**config.mk**
```make
export PLATFORM = sky130hd
export DESIGN_NAME = data_collector
export DESIGN_NICKNAME = d
export VERILOG_FILES = /design/src/rtl/data_collector.sv
export SDC_FILE = /design/constraint.sdc
export NUM_CORES = 1
export LEC_CHECK = 0
export ABC_AREA = 0
export CELL_PAD_IN_SITES_DETAIL_PLACEMENT = 2
export CELL_PAD_IN_SITES_GLOBAL_PLACEMENT = 2
export CORE_MARGIN = 2
export CORE_UTILIZATION = 44
export CTS_CLUSTER_DIAMETER = 60
export CTS_CLUSTER_SIZE = 16
export DETAILED_ROUTE_END_ITERATION = 7
export HOLD_SLACK_MARGIN = 0.02
export PLACE_DENSITY = 0.88
export SLEW_MARGIN = 10
export SYNTH_ARGS = -nofsm -noshare
export SYNTH_HDL_FRONTEND = slang
export SYNTH_SLANG_ARGS = --single-unit
```
**constraint.sdc**
```tcl
create_clock -name clk -period 3.1 [get_ports clk]
set_input_delay 0.31 -clock clk [delete_from_list [all_inputs] [get_ports clk]]
set_output_delay 0.31 -clock clk [all_outputs]
set_load 0.01 [all_outputs]
```
**src/rtl/data_collector.sv**
```systemverilog
// data_collector: captures (addr,data) writes into a 16x4 buffer, replays the
// written entries in ascending address order over valid/ready, then clears.
// Ports: clk, rst_n (async, active low); capture ena/addr_in/data_in;
// readout rd_start/rd_ready/rd_valid/rd_addr/rd_data; status busy, done,
// count, checksum, err_dup.
// Optional macro DATA_COLLECTOR_DROP_CNT_EN adds drop_cnt[7:0], a saturating
// count of cycles where ena was high during READOUT.
module data_collector #(
  parameter int AW = 4,
  parameter int DW = 4,
  parameter int CW = 8
) (
  input  logic          clk,
  input  logic          rst_n,
  input  logic          ena,
  input  logic [AW-1:0] addr_in,
  input  logic [DW-1:0] data_in,
  input  logic          rd_start,
  input  logic          rd_ready,
  output logic          rd_valid,
  output logic [AW-1:0] rd_addr,
  output logic [DW-1:0] rd_data,
  output logic          busy,
  output logic          done,
  output logic [AW:0]   count,
  output logic [CW-1:0] checksum,
  output logic          err_dup
`ifdef DATA_COLLECTOR_DROP_CNT_EN
  ,
  output logic [7:0]    drop_cnt
`endif
);

  localparam int DEPTH = 1 << AW;

  typedef enum logic {
    IDLE,
    READOUT
  } state_t;

  state_t           state;
  logic [AW-1:0]    ptr;
  logic [DEPTH-1:0] valid;
  logic [DW-1:0]    mem [DEPTH];

  logic wr;
  logic adv;

  assign wr  = (state == IDLE) && ena;
  // Empty slots are skipped without waiting for rd_ready.
  assign adv = (state == READOUT) && (!valid[ptr] || rd_ready);

  assign busy     = (state == READOUT);
  assign rd_valid = busy && valid[ptr];
  assign rd_addr  = ptr;
  assign rd_data  = mem[ptr];

  always_ff @(posedge clk) begin
    if (wr) mem[addr_in] <= data_in;
  end

  always_ff @(posedge clk or negedge rst_n) begin
    if (!rst_n) begin
      state    <= IDLE;
      ptr      <= '0;
      valid    <= '0;
      count    <= '0;
      checksum <= '0;
      err_dup  <= 1'b0;
      done     <= 1'b0;
    end else begin
      done <= 1'b0;
      unique case (state)
        IDLE: begin
          if (ena) begin
            valid[addr_in] <= 1'b1;
            checksum <= checksum + CW'(data_in);
            if (valid[addr_in]) err_dup <= 1'b1;
            else count <= count + 1'b1;
          end
          // A same-edge write makes the buffer non-empty.
          if (rd_start) begin
            if (count != '0 || ena) begin
              state <= READOUT;
              ptr   <= '0;
            end else begin
              done <= 1'b1;
            end
          end
        end
        READOUT: begin
          if (adv) begin
            if (&ptr) begin
              state <= IDLE;
              valid <= '0;
              count <= '0;
              ptr   <= '0;
              done  <= 1'b1;
            end else begin
              ptr <= ptr + 1'b1;
            end
          end
        end
        default: state <= IDLE;
      endcase
    end
  end

`ifdef DATA_COLLECTOR_DROP_CNT_EN
  always_ff @(posedge clk or negedge rst_n) begin
    if (!rst_n) begin
      drop_cnt <= '0;
    end else if (busy && ena && drop_cnt != 8'hFF) begin
      drop_cnt <= drop_cnt + 1'b1;
    end
  end
`endif

endmodule

```
==> results of run 1 <==
## cell usage after synthesis (7+ instances only)
cell | instances | area [um^2]
a21o_1 | 7 | 52.6
a221oi_1 | 8 | 70.1
clkbuf_1 | 8 | 30.0
dfrtp_1 | 36 | 901
edfxtp_1 | 64 | 1920
ha_1 | 7 | 87.6
inv_1 | 7 | 26.3
mux2i_1 | 27 | 270
mux4_2 | 11 | 248
nand2_1 | 22 | 82.6
nand2b_1 | 10 | 62.6
nand3_1 | 8 | 40.0
nor2_1 | 21 | 78.8
o21a_1 | 12 | 90.1
o21ai_0 | 12 | 60.1
## flip-flops by register name, indices dropped and copies added, names as in the netlist
signal	cells
rd_addr	4
done	1
valid	16
checksum	8
busy	1
mem	64
count	5
err_dup	1
## critical path, cell delays in order, from the launching register on
cell and delay (ps):
dfrtp_1 500, and2_1 370, a221oi_1 620, o21ai_0 180, nand2_1 130, clkdlybuf4s50_1 540
## cells by family (layout without fill, tap and decap cells)
logic type,Yosys count,count (layout)
AO/OA/AOI/OAI,76,76
adder cells (fa/ha/maj),8,8
AND/OR/NAND/NOR,80,80
flip-flops,100,100
multiplexers,39,39
buffers and inverters,24,76
XOR/XNOR,6,6
## per-layer routing
layer / up-vias / share of wire
met5: - / 0
met4: 0 / 0.027
met3: 27 / 0.039
met2: 83 / 0.52
met1: 1642 / 0.41
li1: 1361 / -
## power breakdown
group	switching (W)	leakage, nW	internal, W
registers	0.000287	1.03	0.00161
logic	0.000947	0.907	0.000955
clock network	0.000518	0.115	0.000436
## area by class of cell
class / instances / area, um^2 / area share
Inverter: 7 / 26.3 / 0.00490
Timing Repair Buffer: 53 / 498 / 0.0928
Clock inverter: 6 / 72.6 / 0.0135
Sequential cell: 100 / 2830 / 0.527
Tap cell: 136 / 170 / 0.0317
Multi-Input combinational cell: 209 / 1630 / 0.303
Clock buffer: 10 / 149 / 0.0277
## metrics by stage
stage	std cells	utilization	worst slack, ps	power, W	hold WS [ps]
3_3_place_gp	505	0.505	481	0.00365	455
2_1_floorplan	333	-	919	0.00292	14.4
6_report	521	0.527	56.4	0.00475	14.5
4_1_cts	521	0.527	17.6	0.00478	31.3
3_5_place_dp	505	0.505	370	0.00380	460
5_1_grt	521	0.527	15.0	0.00499	68.6
## worst min-delay path by stage
stage	startpoint	endpoint	slack, ps	cells past startpoint
2_1_floorplan	rst_n	busy	10	0
3_3_place_gp	rst_n	count[4]	460	1
3_5_place_dp	err_dup	err_dup	460	1
4_1_cts	rst_n	checksum[4]	30	1
5_1_grt	rst_n	count[4]	70	1
6_report	rst_n	count[4]	10	1
==> metrics.cfg, run 1 <==
[drt]
routedWlPerCell_um = 26.5
antenna_left = 0
viasPerCell = 5.98
first_pass_iters = 4
drt_drc_violations_left = 0
vias = 3113
wl_mm = 13.8
drtIter0Drc = 161

[setup_path]
rrSetupSlack_ps = 510
r2r-start = rd_addr[0]
critPathKind = flop to output pin
endpoint = rd_data[0]
reg2regPathDepth = 5
crit_arrival_ps = 2730
cp-startpoint = rd_addr[1]
end_kind = output pin
required_ps = 2790
reg2reg_to = valid[10]
worstSetupStartpointType = flop
crit_fanout = 11

[synthesis]
synth_nets = 354
synth_top_family_by_area = compound AO/OA/AOI/OAI gates
synth_warnings = 0
ys_ff_latch = 100
synthArstFlopShare = 0.360
synth_cell_types = 47
synth-xor-area-share = 0.0115
synth_mux_area_frac = 0.116
synthCells = 333
synthFlopType = edfxtp_1
avgSynthCellArea_um2 = 13.7
synth-compound-area-share = 0.121
synth-edff-count = 64
yosys.area_share.adder = 0.0236
ys_seq_area_frac = 0.619
synthSimpleGateAreaFrac = 0.0839
synth_area_um2 = 4560

[grt]
grt_pass1_vias = 3563
grt_use_met3 = 0.0526
busiest_layer = met2
grt_usage = 0.268
gr-usage-met1 = 0.341
grt_util_met2 = 0.454
antenna_found_initial = 0
grt_pass1_wl_mm = 21.9
overflow = 0
grt_max_degree = 37

[clock_tree]
cts_buffers = 9
clk_latency_ps = 390
cts_hold_buffers = 0
clkTransAtPathRegs_ps = 110
cts-root-buf = clkbuf_8
ctsHtreeMaxLevel = 3
post_cts_buffers = 0
cts.path.max_buffers = 2
cts_tree = built
numClockSinks = 100
cts_resized = 2

[timing]
post-route-period-util = 0.982
setup_viol = 0
drv_slew = 0
hold_viol_final = 0
rsz0062_at_grt = no
slew_headroom = 0.428
final.min_clock_period_ps = 3040
clock.fmax_mhz = 329
setup_tns_ps = 0
skew_ps = 10.4
tightest_slew_ps = 859

[final_layout]
fillers = 968
final_nets = 401
syn_to_final_growth_pct = 17.7
layout_commonest_cell = edfxtp_1
drive_gt1_frac = 0.138
stdcell_area_um2 = 5370
final_cell_mix = 64 x edfxtp_1, 36 x clkdlybuf4s50_1, 35 x dfrtp_1
diodes = 0

[power_and_ir_drop]
power.density_nw_per_um2 = 886
p_leak_nw = 2.05
ir_drop_v = 0.000391

[placed_design]
gp_congestion = 0.752
numPortBuffers = 37
postPlaceCellArea_um2 = 5140
hpwl_mm = 9.62

[min_path]
hp-class = input pin to asynchronous set/reset pin

[floorplan]
die-area_um2 = 11200
core_um2 = 10200
die_w_um = 106
initial_core_util = 0.448
rows = 37
ioPinCount = 38
die_y_um = 106

[run_status]
status = complete, no violations

[job]
max-cap-violations = 0

Note: power is estimated with default switching activity, not from simulation.
==> inputs of run 2 (changes only) <==
--- a/config.mk
+++ b/config.mk
@@ -9,12 +9,12 @@
 export CELL_PAD_IN_SITES_DETAIL_PLACEMENT = 2
 export CELL_PAD_IN_SITES_GLOBAL_PLACEMENT = 2
 export CORE_MARGIN = 2
-export CORE_UTILIZATION = 44
+export CORE_UTILIZATION = 39
 export CTS_CLUSTER_DIAMETER = 60
 export CTS_CLUSTER_SIZE = 16
 export DETAILED_ROUTE_END_ITERATION = 7
 export HOLD_SLACK_MARGIN = 0.02
-export PLACE_DENSITY = 0.88
+export PLACE_DENSITY = 0.8
 export SLEW_MARGIN = 10
 export SYNTH_ARGS = -nofsm -noshare
 export SYNTH_HDL_FRONTEND = slang
==> metrics.cfg, run 2 (synthesis results as in run 1) <==
[power_and_ir_drop]
power.density_nw_per_um2 = 888  ; was 886 nW/um^2
p_seq_frac = 0.387  ; was 0.399
power_frac_comb = 0.395  ; was 0.400
intPower_w = 0.00311  ; was 0.00300 W
p_sw_frac = 0.353  ; was 0.369
clockPowerShare = 0.217  ; was 0.201
ir_drop_v = 0.000355  ; was 0.000391 V
p_sw_w = 0.00170  ; was 0.00175 W
p_leak_nw = 2.05  ; about the same

[setup_path]
end_kind = output pin  ; unchanged
crit_fanout = 20  ; was 11
required_ps = 2790  ; about the same
r2r-start = rd_addr[1]  ; was rd_addr[0]
cp_num_buf_inv = 2  ; was 1
crit_arrival_ps = 2710  ; was 2730 ps
crit_slowest_cell = dfrtp_4  ; was a221oi_1
reg2reg_to = valid[11]  ; was valid[10]
critPathKind = flop to output pin  ; unchanged
path_cells = buf_12 -> mux2i_1 -> a221oi_1 -> o21ai_0 -> nand2_1 -> clkdlybuf4s50_1  ; was and2_1 -> a221oi_1 -> o21ai_0 -> nand2_1 -> clkdlybuf4s50_1
cp_slowest_stage_delay_ps = 600  ; was 620 ps
worstSetupStartpointType = flop  ; unchanged
reg2regPathDepth = 6  ; was 5
path_delay_family = buffers and inverters  ; was compound AO/OA/AOI/OAI gates
rrSetupSlack_ps = 620  ; was 510 ps

[clock_tree]
cts_tree = built  ; unchanged
cts-root-buf = clkbuf_16  ; was clkbuf_8
cts_buffers = 9  ; unchanged
numClockSinks = 100  ; unchanged
clk_latency_ps = 350  ; was 390 ps
ctsHtreeMaxLevel = 3  ; unchanged
cts.path.max_buffers = 2  ; unchanged
clkTransAtPathRegs_ps = 70  ; was 110 ps
cts_hold_buffers = 0  ; unchanged

[grt]
grt_pass1_wl_mm = 20.5  ; was 21.9 mm
grt_max_degree = 37  ; unchanged
grt_pass1_vias = 3439  ; was 3563
grt_usage = 0.218  ; was 0.268
antenna_found_initial = 1  ; was 0
overflow = 0  ; unchanged

[drt]
drt_drc_violations_left = 0  ; unchanged
vias = 3023  ; was 3113
wl_mm = 13.1  ; was 13.8 mm
routedWlPerCell_um = 24.8  ; was 26.5 um
drtIter0Drc = 146  ; was 161
viasPerCell = 5.71  ; was 5.98
first_pass_iters = 4  ; unchanged
antenna_left = 0  ; unchanged

[final_layout]
final_nets = 400  ; was 401
drive_gt1_frac = 0.122  ; was 0.138
largest-register = mem  ; unchanged
largest_reg_flops = 64  ; unchanged
layout_commonest_cell = edfxtp_1  ; unchanged
top_regs = mem: 64 flops, valid: 16 flops, checksum: 8 flops  ; unchanged
final_cell_mix = 64 x edfxtp_1, 36 x clkdlybuf4s50_1, 35 x dfrtp_1  ; unchanged
seqCellArea_um2 = 2830  ; unchanged
fillers = 1126  ; was 968
multi_input_area_um2 = 1620  ; was 1630 um^2
syn_to_final_growth_pct = 18.7  ; was 17.7%

[floorplan]
die-area_um2 = 12600  ; was 11200 um^2
initial_core_util = 0.400  ; was 0.448
die_y_um = 112  ; was 106 um
rows = 39  ; was 37
ioPinCount = 38  ; unchanged
die_w_um = 112  ; was 106 um
core_um2 = 11400  ; was 10200 um^2

[timing]
whs_ps = 84.8  ; was 14.5 ps
slew_headroom = 0.405  ; was 0.428
tightest_slew_ps = 893  ; was 859 ps
clock.fmax_mhz = 331  ; was 329 MHz
setup_tns_ps = 0  ; unchanged
setup_viol = 0  ; unchanged
drv_slew = 0  ; unchanged
hold_viol_final = 0  ; unchanged
rsz0062_at_grt = no  ; unchanged
skew_ps = 9.23  ; was 10.4 ps
final.min_clock_period_ps = 3020  ; was 3040 ps
post-route-period-util = 0.974  ; was 0.982

[min_path]
hp-class = input pin to asynchronous set/reset pin  ; unchanged

[placed_design]
hpwl_mm = 9.31  ; was 9.62 mm
gp_congestion = 0.762  ; was 0.752
numPortBuffers = 37  ; unchanged

[job]
max-cap-violations = 0  ; unchanged

[run_status]
status = complete, no violations  ; unchanged

## run 2: worst reg2reg max path, delay by kind of cell (launching register included)
family | cells | cell delay, ps
and+or+nand+nor | 1 | 500
DFF | 1 | 370
muxes | 1 | 580
buffers and inverters | 1 | 260
AOI/OAI and AO/OA | 3 | 680
## run 2: routing by layer
layer	vias to the layer above	global-route usage	routed length (um)
li1	1361	-	-
met1	1580	0.272	5750
met2	62	0.369	6700
met3	20	0.0508	397
met4	0	0.0846	285
met5	-	0	0
## run 2: power by group through the flow
stage	logic (W)	registers (W)	clock network (W)
floorplan	0.00108	0.00184	0
global placement	0.00179	0.00186	0
detailed placement	0.00190	0.00188	0
CTS	0.00192	0.00186	0.00106
global route	0.00205	0.00189	0.00112
finish	0.00190	0.00186	0.00105
## run 2: how the worst max path moves through the flow
| stage | startpoint | end | cells past startpoint | slack [ps] |
|---|---|---|---|---|
| final | rd_addr[0] | rd_data[3] | 6 | 80 |
| after global routing | rd_addr[0] | rd_data[3] | 6 | 8 |
| after CTS | rd_addr[0] | rd_data[3] | 6 | 40 |
| after detailed placement | rd_addr[0] | rd_data[3] | 6 | 350 |
| after global placement | addr_in[1] | count[1] | 6 | 520 |
| after floorplan | rd_addr[0] | rd_data[2] | 6 | 920 |
## run 2: layout make-up
cell class / count / area share
Timing Repair Buffer: 52 / 0.0906
Inverter: 7 / 0.00485
Antenna cell: 2 / 0.000924
Sequential cell: 100 / 0.522
Multi-Input combinational cell: 209 / 0.300
Clock inverter: 3 / 0.00439
Clock buffer: 13 / 0.0444
Tap cell: 143 / 0.0330
## run 2: through the flow
step	power, W	std cells	util	setup slack [ps]	area [um^2]
final	0.00481	529	0.474	79.2	5410
after global routing	0.00506	527	0.474	7.96	5410
after CTS	0.00484	527	0.474	35.1	5410
after detailed placement	0.00378	511	0.450	352	5140
after global placement	0.00366	511	0.450	520	5140
after floorplan	0.00292	333	-	919	4560
## run 2: timing repair
item / 4_1_cts / 5_1_grt
setup endpoints to repair: 1 / 0
gates resized for setup: 1 / 0
setup buffers: 0 / 0
